### config.mk
export PLATFORM = sky130hd
export DESIGN_NAME = mult_arbiter
export DESIGN_NICKNAME = d
export VERILOG_FILES = /design/src/rtl/mult_arbiter.sv
export SDC_FILE = /design/constraint.sdc
export NUM_CORES = 1
export LEC_CHECK = 0
export ABC_AREA = 0
export CORE_MARGIN = 1
export CORE_UTILIZATION = 25
export CTS_CLUSTER_DIAMETER = 200
export DETAILED_ROUTE_END_ITERATION = 6
export PLACE_DENSITY_LB_ADDON = 0.12
export SLEW_MARGIN = 20
export SYNTH_ARGS = -nofsm -noshare
export SYNTH_HDL_FRONTEND = slang
export SYNTH_SLANG_ARGS = --single-unit
export TNS_END_PERCENT = 5
### constraint.sdc
create_clock -name clk_i -period 9.2 [get_ports clk_i]
set_clock_uncertainty 0.1 [all_clocks]
set_input_delay 1.84 -clock clk_i [delete_from_list [all_inputs] [get_ports clk_i]]
set_output_delay 1.84 -clock clk_i [all_outputs]
set_load 0.05 [all_outputs]
### src/rtl/mult_arbiter.sv
// -----------------------------------------------------------------------------
// mult_arbiter
//
// Shares one external multiplier between two request channels. Each channel
// captures a 16x8 operand pair on a start strobe while it is idle. Requests
// with a zero operand complete locally on the next edge with a zero product.
// All other requests are served one at a time through the shared multiplier.
// Simultaneous requests are arbitrated round-robin.
//
// Ports
//   clk_i, rst_i             clock, asynchronous active-high reset
//   start0_i / start1_i      request strobe per channel
//   a0_bi / a1_bi  [15:0]    operand A per channel
//   b0_bi / b1_bi  [7:0]     operand B per channel
//   busy0_o / busy1_o        channel holds an accepted, uncompleted request
//   done0_o / done1_o        one-cycle completion pulse per channel
//   y0_bo / y1_bo  [23:0]    product per channel, held until next completion
//   grant_o        [1:0]     one-hot multiplier owner, 2'b00 when none
//   mult_a_bo      [15:0]    operand A to the shared multiplier
//   mult_b_bo      [7:0]     operand B to the shared multiplier
//   mult_start_o             multiplier start, high START_LEN cycles per op
//   mult_busy_i              multiplier busy
//   mult_y_bi      [23:0]    multiplier result
//
// Parameter
//   START_LEN (1..7)         cycles mult_start_o is held per operation
// -----------------------------------------------------------------------------
module mult_arbiter #(
  parameter int unsigned START_LEN = 2
) (
  input  logic        clk_i,
  input  logic        rst_i,
  input  logic        start0_i,
  input  logic        start1_i,
  input  logic [15:0] a0_bi,
  input  logic [15:0] a1_bi,
  input  logic [7:0]  b0_bi,
  input  logic [7:0]  b1_bi,
  output logic        busy0_o,
  output logic        busy1_o,
  output logic        done0_o,
  output logic        done1_o,
  output logic [23:0] y0_bo,
  output logic [23:0] y1_bo,
  output logic [1:0]  grant_o,
  output logic [15:0] mult_a_bo,
  output logic [7:0]  mult_b_bo,
  output logic        mult_start_o,
  input  logic        mult_busy_i,
  input  logic [23:0] mult_y_bi
);

  typedef enum logic [1:0] {
    ST_IDLE  = 2'd0,
    ST_ISSUE = 2'd1,
    ST_WAIT  = 2'd2
  } state_t;

  // Value of the issue counter on the last start cycle.
  localparam logic [2:0] LP_ISSUE_LAST = 3'(START_LEN - 1);

  // Channel inputs gathered into arrays so both channels share one code path.
  logic [1:0]  w_start;
  logic [15:0] w_a_in [2];
  logic [7:0]  w_b_in [2];

  assign w_start   = {start1_i, start0_i};
  assign w_a_in[0] = a0_bi;
  assign w_a_in[1] = a1_bi;
  assign w_b_in[0] = b0_bi;
  assign w_b_in[1] = b1_bi;

  // Per-channel request state.
  logic [1:0]  r_busy;  // accepted, not yet completed
  logic [1:0]  r_zero;  // accepted request has a zero operand
  logic [1:0]  r_done;
  logic [15:0] r_a [2];
  logic [7:0]  r_b [2];
  logic [23:0] r_y [2];

  // Arbiter state.
  state_t     r_state, w_state_nxt;
  logic [1:0] r_grant, w_grant_nxt;
  logic       r_last,  w_last_nxt;   // channel that completed most recently
  logic [2:0] r_cnt,   w_cnt_nxt;    // start cycles issued so far

  logic [1:0] w_req;       // channels waiting for the multiplier
  logic       w_complete;  // granted operation finishes on this edge

  assign w_req      = r_busy & ~r_zero;
  assign w_complete = (r_state == ST_WAIT) && !mult_busy_i;

  // ---------------------------------------------------------------------------
  // Channel registers: capture, zero shortcut and completion.
  // A busy channel can only complete, never recapture, so a start arriving on
  // the completion edge is ignored while one arriving in the done cycle is
  // accepted.
  // ---------------------------------------------------------------------------
  // NOTE: sequential state uses non-blocking assignments so every register
  // samples the pre-edge value of every other register.
  // NOTE: the operand registers are reset too; they feed mult_a_bo/mult_b_bo
  // only through the grant mux, but a known value keeps reset behaviour clean.
  always_ff @(posedge clk_i or posedge rst_i) begin
    if (rst_i) begin
      r_busy <= 2'b00;
      r_zero <= 2'b00;
      r_done <= 2'b00;
      for (int n = 0; n < 2; n++) begin
        r_a[n] <= '0;
        r_b[n] <= '0;
        r_y[n] <= '0;
      end
    end else begin
      for (int n = 0; n < 2; n++) begin
        r_done[n] <= 1'b0;
        if (r_busy[n] && r_zero[n]) begin
          r_y[n]    <= '0;
          r_done[n] <= 1'b1;
          r_busy[n] <= 1'b0;
          r_zero[n] <= 1'b0;
        end else if (w_complete && r_grant[n]) begin
          r_y[n]    <= mult_y_bi;
          r_done[n] <= 1'b1;
          r_busy[n] <= 1'b0;
        end else if (w_start[n] && !r_busy[n]) begin
          r_a[n]    <= w_a_in[n];
          r_b[n]    <= w_b_in[n];
          r_busy[n] <= 1'b1;
          r_zero[n] <= (w_a_in[n] == 16'd0) || (w_b_in[n] == 8'd0);
        end
      end
    end
  end

  // ---------------------------------------------------------------------------
  // Arbiter FSM: state register.
  // Reset leaves channel 1 as last served so channel 0 wins the first tie.
  // ---------------------------------------------------------------------------
  always_ff @(posedge clk_i or posedge rst_i) begin
    if (rst_i) begin
      r_state <= ST_IDLE;
      r_grant <= 2'b00;
      r_last  <= 1'b1;
      r_cnt   <= '0;
    end else begin
      r_state <= w_state_nxt;
      r_grant <= w_grant_nxt;
      r_last  <= w_last_nxt;
      r_cnt   <= w_cnt_nxt;
    end
  end

  // ---------------------------------------------------------------------------
  // Arbiter FSM: next state. The grant decision uses registered busy flags,
  // so a request is never granted on its own capture edge.
  // ---------------------------------------------------------------------------
  // NOTE: every variable gets its hold value first so no path through the
  // case leaves one unassigned, which would otherwise infer a latch.
  always_comb begin
    w_state_nxt = r_state;
    w_grant_nxt = r_grant;
    w_last_nxt  = r_last;
    w_cnt_nxt   = r_cnt;
    unique case (r_state)
      ST_IDLE: begin
        if (w_req != 2'b00) begin
          w_state_nxt = ST_ISSUE;
          w_cnt_nxt   = '0;
          if (w_req == 2'b11) begin
            w_grant_nxt = r_last ? 2'b01 : 2'b10;
          end else begin
            w_grant_nxt = w_req;
          end
        end
      end
      ST_ISSUE: begin
        if (r_cnt == LP_ISSUE_LAST) begin
          w_state_nxt = ST_WAIT;
          w_cnt_nxt   = '0;
        end else begin
          w_cnt_nxt = r_cnt + 3'd1;
        end
      end
      ST_WAIT: begin
        if (!mult_busy_i) begin
          w_state_nxt = ST_IDLE;
          w_grant_nxt = 2'b00;
          w_last_nxt  = r_grant[1];
        end
      end
      default: begin
        w_state_nxt = ST_IDLE;
        w_grant_nxt = 2'b00;
      end
    endcase
  end

  // ---------------------------------------------------------------------------
  // Multiplier interface. The grant is zero exactly in IDLE, so selecting by
  // grant gives zero operands there and the owner's captured (and therefore
  // stable) operands through ISSUE and WAIT.
  // ---------------------------------------------------------------------------
  always_comb begin
    mult_a_bo = '0;
    mult_b_bo = '0;
    if (r_grant[0]) begin
      mult_a_bo = r_a[0];
      mult_b_bo = r_b[0];
    end else if (r_grant[1]) begin
      mult_a_bo = r_a[1];
      mult_b_bo = r_b[1];
    end
  end

  assign mult_start_o = (r_state == ST_ISSUE);
  assign grant_o      = r_grant;

  assign busy0_o = r_busy[0];
  assign busy1_o = r_busy[1];
  assign done0_o = r_done[0];
  assign done1_o = r_done[1];
  assign y0_bo   = r_y[0];
  assign y1_bo   = r_y[1];

endmodule

==> results by group <==
Finish
  • Final net count: between 500 and 600
  • Final Instance Count excl. Fillers: approximately 740
  • Multi-input gate area: 0.00169 sq mm
  • Design area: ~0.0067 sq mm
  • Layout area overhead: 44.7%
  • FILL cells: 1,747
  • Layout cells sized above 1: 15.5%
  • Antenna Cells: 0
  • Sequential cell area: 0.00275 sq mm

STA
  • Final hold vios: 0
  • Fin. max-slew vios: 0
  • Max Fclk: 207 MHz
  • Final critical-path required period: around 4.8 ns
  • Final WS setup: 4.36 ns
  • Fin crit share: 52.6%
  • Worst-Margin Slew: roughly 0.8 ns
  • Post-Route Setup TNS: 0 ns
  • RSZ-0062 raised after global routing: false
  • Setup Viol. Count Final: 0
  • Hold WS: 0.382 ns
  • Slew Limit Headroom: 46.8%

Worst setup path
  • Crit. End Element: primary output
  • Maximum fanout along the worst path: 22
  • Reg2reg setup slack: 6.90 ns
  • Top Family by Delay on Critical Path: buffers and inverters
  • Crit-path slowest cell: clkdlybuf4s50_1
  • CP required: about 7.3 ns
  • Crit path DAT: 2.90 ns
  • Critical path buffer and inverter count: 1
  • R2R Path Start: grant_o[1]
  • CP peak stage delay: 0.84 ns
  • RR Endpoint: r_b[2]
  • Startpoint Class: flip-flop
  • WS Path Type: flip-flop to primary output
  • R2r worst-path depth: 3
  • Worst path cell trace: nor2b_1 -> a22o_1 -> clkdlybuf4s50_1

Clocking
  • Resize count post-CTS: 0
  • Clock-pin transition on the worst setup and hold timing paths: approximately 0.07 ns
  • Clk buf depth: 2
  • Clk sinks: between 100 and 150
  • CTS Hold Buffers Added: 0
  • Post-CTS setup buffers: 0
  • CTS tree: yes
  • H-Tree Depth: 3
  • TritonCTS Buffers: 9
  • Clk root buf: clkbuf_16
  • Clk Latency, worst-skew pair: 0.35 ns

Synthesis
  • Leading post-synthesis cells by cell area: dfrtp_1, mux2_2, a22o_1
  • Yosys warns: 0
  • Synth Net Count: 432
  • Sequential area share after synthesis: 59.7%
  • Avg Inst Size Synth: 13.0 sq um
  • Synthesized area: approximately 0.0046 sq mm
  • Yosys top cell by area: dfrtp_1
  • Cell count after synthesis: roughly 360
  • Register bit count reported by yosys: 110
  • Area share of the largest cell type after synthesis: about three fifths
  • Netlist cell types: 34

Placement
  • Port Buffer Count: 155
  • Final Wtd Congestion: 0.734
  • Detailed Place HPWL: ~9000 um
  • Post-Place Cells: ~720
  • Post-placement cell area: 0.00635 sq mm
  • Pre-CTS setup slack: 4.68 ns

Power
  • Leakage: 2.77 nW
  • VDD IR max: 0.304 mV
  • Power per standard cell area: 366 mW/mm^2

Detailed routing
  • Post-route antenna net violation count: 0
  • DRT iter0 DRCs: 152
  • Vias post-DR: 3,518
  • First drt pass iteration count: 4
  • WL/cell: around 17 um
  • Final WL: 12,800 um
  • Post-route DRC: 0
  • DR vias/cell: 4.77

Status
  • Status: finished, final reports clean

Min path
  • HP Start: r_last
  • Worst hold path type: flip-flop to flip-flop
  • Hold endpoint: r_last
  • Worst Hold Depth: 2

Floorplanning
  • Die Height: 138 um
  • Die ar.: 0.0190 sq mm
  • Starting Density: 25.6%
  • Die width: 138 um
  • Rows: 49
  • I/O Pins: 156
  • Core area: roughly 0.018 sq mm

Global routing
  • Largest net degree at the start of global routing: 80
  • Global-route wire length before repair: 19,900 um
  • Grt ovf: 0
  • Initial antenna violation count: 0
  • Overall routing resource usage: 14.0%
  • Vias in the first global route: 3,561

Run
  • Max cap viols: 0
==> state kept, by name, summed over array words and instances (netlist names) <==
register and flops:
r_last 1, grant_o 2, y1_bo 24, r_b 16, r_state 2, y0_bo 24, r_zero 2, r_busy 2
r_done 2, r_a 32, r_cnt 3
==> layout by cell type, fill, tap and decap left out, types with 4 or more instances in the layout <==
| master | netlist | final |
|---|---|---|
| clkdlybuf4s50_1 | 0 | 155 |
| dfrtp_1 | 109 | 109 |
| a22o_1 | 56 | 56 |
| mux2_2 | 46 | 46 |
| nand2_1 | 40 | 40 |
| o21ai_0 | 17 | 17 |
| nor4_1 | 12 | 12 |
| clkbuf_16 | 0 | 9 |
| inv_1 | 8 | 7 |
| nand2b_1 | 4 | 4 |
| a21oi_1 | 4 | 4 |
| buf_4 | 0 | 4 |
==> tightest hold or removal path: stages, from the launching register on <==
cell and delay (ns):
dfstp_2 0.38, o31ai_1 0.06, nand2_1 0.05
==> stage by stage <==
step / utilization [%] / total power (W)
5_1_grt: 37.0 / 0.00258
3_5_place_dp: 35.2 / 0.00204
3_3_place_gp: 35.2 / 0.00204
2_1_floorplan: - / 0.00163
4_1_cts: 37.0 / 0.00247
6_report: 37.0 / 0.00244
==> layout make-up <==
type | instances | share of cell area (%)
clock buffers | 11 | 3.79
flip-flops and latches | 110 | 41.3
inverters | 8 | 0.488
clock inverters | 5 | 0.975
multi-input cells | 215 | 25.3
well taps | 229 | 4.30
repair buffers | 160 | 23.9
==> power by group <==
part	switching, W	internal (W)
sequential	0.000136	0.000676
combinational	0.000750	0.000461
clock	0.000186	0.000229
==> how the worst max path moves through the flow <==
stage / start / endpoint / slack, ns / depth (start not counted)
6_report: grant_o[1] / mult_a_bo[0] / 4.36 / 3
3_5_place_dp: grant_o[1] / mult_a_bo[0] / 4.68 / 3
5_1_grt: grant_o[1] / mult_a_bo[0] / 4.14 / 3
4_1_cts: grant_o[1] / mult_a_bo[0] / 4.29 / 3
3_3_place_gp: grant_o[1] / mult_a_bo[0] / 4.74 / 3
2_1_floorplan: rst_i / grant_o[0] / 4.36 / 1
==> cell usage after synthesis, drive strengths merged <==
master   count
a31oi        3
mux2        49
and4bb       2
o211ai       2
a21oi        7
o21ai       17
a22o        56
o31ai        1
a31o         2
nor4        12
nor2b        1
a2bb2oi      2
nor4bb       1
and3b        2
nor2         5
inv          8
o2bb2ai      2
nor4b        1
nand4        2
nand2       40
mux2i        1
nand2b       4
dfrtp      109
dfstp        1
clkbuf       6
or4          1
nand4bb      1
buf         16
a21boi       1
==> per-layer routing <==
metal	track usage (%)	share of wire [%]	wire length, um	vias up
li1	-	-	-	1611
met1	18.8	46	5950	1753
met2	21.5	44	5650	143
met3	4.38	8.6	1100	11
met4	3.99	1.1	147	0
met5	0	0	0	-
==> logic make-up (layout without fill, tap and decap cells) <==
kind of cell / Yosys count / after routing / synth area share (%)
flops: 110 / 110 / 59.7
compound gates: 93 / 93 / 15.9
simple gates: 72 / 72 / 8.47
mux: 50 / 50 / 12.2
buf+inv: 30 / 184 / 3.66
No activity file was read; power rests on OpenSTA's default activity.
